`src/rtl/vending_pkg.sv`:
```
// Types shared between the coin front end and the candy vending FSM.
// Coin codes map directly onto the FSM's In input.
package vending_pkg;

  typedef enum logic {
    COIN_RE1 = 1'b0,
    COIN_RS2 = 1'b1
  } coin_t;

  typedef enum logic [1:0] {
    ST_IDLE,
    ST_MEASURE,
    ST_CLASSIFY,
    ST_STUCK
  } cls_state_t;

endpackage

```
`src/rtl/coin_classifier_if.sv`:
```
// Coin chute sensor in, classified coin strobes out.
// master = classifier side, slave = consumer / stimulus side.
interface coin_classifier_if;
  logic coin_sense;
  logic coin_valid;
  logic coin_val;
  logic coin_reject;
  logic busy;

  modport master (
    input  coin_sense,
    output coin_valid,
    output coin_val,
    output coin_reject,
    output busy
  );

  modport slave (
    output coin_sense,
    input  coin_valid,
    input  coin_val,
    input  coin_reject,
    input  busy
  );
endinterface

```
`src/rtl/coin_debounce.sv`:
```
// Two-flop synchroniser plus debouncer; deb follows the sensor 2+DEB cycles late.
// No backpressure: free-running, one level change per DEB stable samples.
module coin_debounce #(
  parameter int DEB = 4
) (
  input  logic clk,
  input  logic rst,
  input  logic coin_sense,
  output logic deb
);

  localparam int CW = $clog2(DEB + 1);

  logic          s_meta;
  logic          s_sync;
  logic [CW-1:0] cnt;

  always_ff @(posedge clk or posedge rst) begin
    if (rst) begin
      s_meta <= 1'b0;
      s_sync <= 1'b0;
      deb    <= 1'b0;
      cnt    <= '0;
    end else begin
      s_meta <= coin_sense;
      s_sync <= s_meta;
      if (s_sync == deb) begin
        cnt <= '0;
      end else if (cnt == CW'(DEB - 1)) begin
        // This sample is the DEB-th consecutive disagreement.
        deb <= ~deb;
        cnt <= '0;
      end else begin
        cnt <= cnt + 1'b1;
      end
    end
  end

endmodule

```
`src/rtl/coin_classifier.sv`:
```
// Measures debounced coin pulse width and classifies it as Re1 / Rs2 / reject.
// Strobe appears 2+DEB+1 cycles after the raw fall; no backpressure, one strobe per coin.
module coin_classifier
  import vending_pkg::*;
#(
  parameter int DEB     = 4,
  parameter int CNT_W   = 8,
  parameter int RE1_MIN = 8,
  parameter int RE1_MAX = 15,
  parameter int RS2_MIN = 24,
  parameter int RS2_MAX = 40
) (
  input logic               clk,
  input logic               rst,
  coin_classifier_if.master cif
);

  localparam logic [CNT_W-1:0] W_MAX  = '1;
  localparam logic [CNT_W-1:0] W_NEAR = W_MAX - 1'b1;
  localparam logic [CNT_W-1:0] R1_LO  = CNT_W'(RE1_MIN);
  localparam logic [CNT_W-1:0] R1_HI  = CNT_W'(RE1_MAX);
  localparam logic [CNT_W-1:0] R2_LO  = CNT_W'(RS2_MIN);
  localparam logic [CNT_W-1:0] R2_HI  = CNT_W'(RS2_MAX);

  logic             deb;
  cls_state_t       state;
  logic [CNT_W-1:0] width;
  logic             valid_q;
  logic             reject_q;
  logic             busy_q;
  coin_t            val_q;

  coin_debounce #(.DEB(DEB)) u_debounce (
    .clk        (clk),
    .rst        (rst),
    .coin_sense (cif.coin_sense),
    .deb        (deb)
  );

  always_ff @(posedge clk or posedge rst) begin
    if (rst) begin
      state    <= ST_IDLE;
      width    <= '0;
      valid_q  <= 1'b0;
      reject_q <= 1'b0;
      busy_q   <= 1'b0;
      val_q    <= COIN_RE1;
    end else begin
      valid_q  <= 1'b0;
      reject_q <= 1'b0;
      unique case (state)
        // IDLE is only ever entered with deb low, so a high level here is a rising edge.
        ST_IDLE: begin
          if (deb) begin
            width  <= CNT_W'(1);
            state  <= ST_MEASURE;
            busy_q <= 1'b1;
          end
        end
        ST_MEASURE: begin
          if (deb) begin
            if (width == W_NEAR) begin
              width    <= W_MAX;
              reject_q <= 1'b1;
              state    <= ST_STUCK;
            end else begin
              width <= width + 1'b1;
            end
          end else begin
            state <= ST_CLASSIFY;
            if (width >= R1_LO && width <= R1_HI) begin
              valid_q <= 1'b1;
              val_q   <= COIN_RE1;
            end else if (width >= R2_LO && width <= R2_HI) begin
              valid_q <= 1'b1;
              val_q   <= COIN_RS2;
            end else begin
              reject_q <= 1'b1;
            end
          end
        end
        ST_CLASSIFY: begin
          state  <= ST_IDLE;
          busy_q <= 1'b0;
        end
        ST_STUCK: begin
          if (!deb) begin
            state  <= ST_IDLE;
            busy_q <= 1'b0;
          end
        end
        default: begin
          state  <= ST_IDLE;
          busy_q <= 1'b0;
        end
      endcase
    end
  end

  assign cif.coin_valid  = valid_q;
  assign cif.coin_val    = val_q;
  assign cif.coin_reject = reject_q;
  assign cif.busy        = busy_q;

endmodule
```
`src/flat_wrapper.sv`:
```
// flat-port wrapper written by rule: the top's interface ports become plain ports
module coin_classifier_flat import vending_pkg::*;
#(
  parameter int DEB     = 4,
  parameter int CNT_W   = 8,
  parameter int RE1_MIN = 8,
  parameter int RE1_MAX = 15,
  parameter int RS2_MIN = 24,
  parameter int RS2_MAX = 40
)
  (clk, rst, cif_coin_sense, cif_coin_valid, cif_coin_val, cif_coin_reject, cif_busy);
  coin_classifier_if cif_i ();
  input logic clk;
  input logic rst;
  input wire logic [$bits(cif_i.coin_sense)-1:0] cif_coin_sense;
  output wire logic [$bits(cif_i.coin_valid)-1:0] cif_coin_valid;
  output wire logic [$bits(cif_i.coin_val)-1:0] cif_coin_val;
  output wire logic [$bits(cif_i.coin_reject)-1:0] cif_coin_reject;
  output wire logic [$bits(cif_i.busy)-1:0] cif_busy;
  assign cif_i.coin_sense = cif_coin_sense;
  assign cif_coin_valid = cif_i.coin_valid;
  assign cif_coin_val = cif_i.coin_val;
  assign cif_coin_reject = cif_i.coin_reject;
  assign cif_busy = cif_i.busy;
  coin_classifier #(.DEB(DEB), .CNT_W(CNT_W), .RE1_MIN(RE1_MIN), .RE1_MAX(RE1_MAX), .RS2_MIN(RS2_MIN), .RS2_MAX(RS2_MAX)) u_core (.clk(clk), .rst(rst), .cif(cif_i));
endmodule
```
`config.mk`:
```
export PLATFORM = sky130hd
export DESIGN_NAME = coin_classifier_flat
export DESIGN_NICKNAME = d
export VERILOG_FILES = /design/src/rtl/vending_pkg.sv /design/src/rtl/coin_classifier_if.sv /design/src/rtl/coin_debounce.sv /design/src/rtl/coin_classifier.sv /design/src/flat_wrapper.sv
export SDC_FILE = /design/constraint.sdc
export NUM_CORES = 1
export LEC_CHECK = 0
export ABC_AREA = 1
export ABC_CLOCK_PERIOD_IN_PS = 1800
export BUFFER_PORTS_ARGS = -buffer_cell sky130_fd_sc_hd__buf_2
export CORE_MARGIN = 2
export CORE_UTILIZATION = 42
export CTS_CLUSTER_SIZE = 40
export DETAILED_ROUTE_END_ITERATION = 6
export GPL_TIMING_DRIVEN = 0
export PLACE_DENSITY = 0.57
export SLEW_MARGIN = 5
export SYNTH_ARGS = -nofsm -noshare
export SYNTH_HDL_FRONTEND = slang
export SYNTH_SLANG_ARGS = --single-unit
```
`constraint.sdc`:
```
create_clock -name clk -period 1.8 [get_ports clk]
set_clock_uncertainty 0.1 [all_clocks]
set_input_delay 0.45 -clock clk [delete_from_list [all_inputs] [get_ports clk]]
set_output_delay 0.45 -clock clk [all_outputs]
set_load 0.01 [all_outputs]
```
==> results.yml <==
yosys:
  synthesis.area_sq_mm: 0.00103
  yosys_warnings: 0
  ys_ff_latch: 20
  synth_edf_count: 0
  ys.flop_type: "dfrtp_1"
  async_reset_ff_frac: 1.00
  yosysSeqAreaShare: 0.484
  syn-num-nets: 130
  synth_cell_types: 20
  syn_inst: 123
  syn_area_per_cell_sq_um: 8.40
critical_path:
  crit_top_cell: "nand2_1"
  critical_path_arrival_ns: 1.54
  crit_type: "flip-flop to flip-flop"
  max_stage_delay_ns: 0.46
  worstPathRequired_ns: 1.91
  cp-end-kind: "flip-flop"
  cpMaxStageDelayCell: "dfrtp_1"
  path_max_fanout: 5
  cp-start-kind: "flip-flop"
  crit_chain: "inv_1, ha_1, inv_1, nor2_1, nand2_1, nand2_1, nand4_1, nand2_1, nand2_1"
power:
  internal-power_mw: 1.00
  swShare: 0.383
  finalPower_mw: 1.63
  clkPwrFrac: 0.230
  vdd_drop_max_mv: 0.607
  switchingPower_mw: 0.622
  p_leak_nw: 0.617
  p_comb_frac: 0.338
  seq_power_share: 0.432
  power_density_mw_per_mm2: 1410
cts:
  cts_setup_buffers: 0
  ctsHoldBuffers: 0
  cts_tree: "done"
  post_cts_resized: 0
  path_clk_slew_ns: 0.12
  htreeDepth: 1
  clock-sinks: 20
  cts-root-to-sink-buffers: 2
  clock_latency_ns: 0.30
  root_buffer: "clkbuf_4"
  numCtsBuffers: 3
placement:
  portBuffers: 6
  globalplace.congestion: 0.810
  dpl.hpwl_microns: 1390
  dp.cells: 157
die:
  die_h_microns: 53.6
  die_area_sq_mm: 0.00287
  fp.dieW_microns: 53.6
  io_pins: 7
  rows: 17
  start_util: 0.454
  core_sq_mm: 0.00228
grt:
  grt_pass1_vias: 780
  grt_usage: 0.164
  grt_pass1_wl_microns: 3360
  gr-total-overflow: 0
  grt_max_degree: 21
  antenna_found_initial: 0
run_status:
  outcome: "finished clean"
final_layout:
  area_growth_pct: 11.4
  nNetsFinal: 141
  antenna_cells: 0
  final_cell_mix: "34 x nand2_1, 23 x inv_1, 20 x dfrtp_1"
  postLayoutCoreUtil: 0.506
  mostFrequentLayoutCell: "nand2_1"
  instances_no_fill: 161
  drive_gt1_frac: 0.113
sta:
  rsz0062_at_grt: "no"
  relSlewSlack: 0.486
  setup-tns-final_ns: 0
  finalMaxSlewViolations: 0
  fmax_mhz: 699
  tightest_slew_ns: 0.771
  hold_viol: 0
  fin_crit_ns: 1.43
  post-route-period-util: 0.795
  setup_violations: 0
drt:
  wl_met3_microns: 40
  vias: 808
  ant_nets: 0
  drt_pre_antenna_iters: 4
  wire_per_inst_microns: 11.5
  wl_microns: 1860
  wl_met2_microns: 861
  drc: 0
  drtIter0Drc: 21
  wl_met1_microns: 939
  top_layer_used: "met4"
  viasPerCell: 5.02
hold_path:
  hp-class: "primary input to flip-flop"
job:
  max-cap-violations: 0
stage by stage:
stage	instance area (sq um)	worst slack, ns	hold WS, ns
CTS	1150	0.365	0.126
global placement	1100	0.394	0.232
global route	1150	0.238	0.127
floorplan	1030	0.517	0.231
detailed placement	1100	0.383	0.236
finish	1150	0.369	0.142
critical path, delay by kind of cell, from the launching register on:
family / cells / cell delay [ns]
simple gates: 6 / 0.48
flops: 1 / 0.46
fa+ha+maj: 1 / 0.15
buf+inv: 2 / 0.14
per-layer routing:
| metal | up-vias | track usage |
|---|---|---|
| met1 | 388 | 0.223 |
| met4 | 0 | 0.0726 |
| met3 | 2 | 0.0250 |
| met5 | - | 0 |
| met2 | 6 | 0.257 |
| li1 | 412 | - |
cells by family after synthesis:
family          share of synthesized area
flops                               0.484
fa+ha+maj                          0.0484
simple gates                        0.291
xor+xnor                           0.0339
buf+inv                            0.0835
compound gates                     0.0593
state kept, by name, indices dropped and copies added (netlist names):
| register | cells |
|---|---|
| u_core.cif.busy | 1 |
| u_core.state | 2 |
| u_core.cif.coin_val | 1 |
| u_core.cif.coin_valid | 1 |
| u_core.u_debounce.s_sync | 1 |
| u_core.u_debounce.cnt | 3 |
| u_core.cif.coin_reject | 1 |
| u_core.width | 8 |
| u_core.u_debounce.s_meta | 1 |
| u_core.u_debounce.deb | 1 |
final timing paths:
check / start / cells past startpoint / end / slack (ns)
max in group asynchronous: rst / 2 / u_core.u_debounce.deb$_DFFE_PP0P_ / 0.96
min in group asynchronous: rst / 2 / u_core.width[2]$_DFFE_PP0P_ / 0.16
hold reg to reg: u_core.u_debounce.s_meta$_DFF_PP0_ / 0 / u_core.u_debounce.s_sync$_DFF_PP0_ / 0.26
setup reg to reg: u_core.width[1]$_DFFE_PP0P_ / 9 / u_core.cif.coin_val$_DFFE_PP0P_ / 0.37
setup / recovery: u_core.width[1]$_DFFE_PP0P_ / 9 / u_core.cif.coin_val$_DFFE_PP0P_ / 0.37
hold / removal: cif_coin_sense / 1 / u_core.u_debounce.s_meta$_DFF_PP0_ / 0.14
cell usage after synthesis, types with 2 or more instances:
| library cell | instances | area, sq um |
|---|---|---|
| nand2_1 | 34 | 128 |
| inv_1 | 23 | 86.3 |
| o21ai_0 | 4 | 20.0 |
| dfrtp_1 | 20 | 500 |
| nor2_1 | 7 | 26.3 |
| nor2_4 | 2 | 22.5 |
| xor2_1 | 3 | 26.3 |
| nor3_1 | 2 | 10.0 |
| nand4_1 | 4 | 25.0 |
| ha_1 | 4 | 50.1 |
| o211ai_1 | 4 | 30.0 |
| nand3_1 | 8 | 40.0 |
power groups by stage:
stage	Sequential [mW]	Combinational [mW]	Clock [mW]
finish	0.702	0.549	0.374
global route	0.727	0.643	0.398
CTS	0.700	0.557	0.385
detailed placement	0.709	0.556	0
global placement	0.705	0.541	0
floorplan	0.698	0.419	0
area by class of cell:
class / count / area, sq um
well taps: 28 / 35.0
inverters: 23 / 86.3
clock buffers: 3 / 22.5
flip-flops and latches: 20 / 500
multi-input cells: 80 / 447
clock inverters: 1 / 30.0
fillers: 213 / 1120
repair buffers: 6 / 30.0
Note: power is estimated with default switching activity, not from simulation.
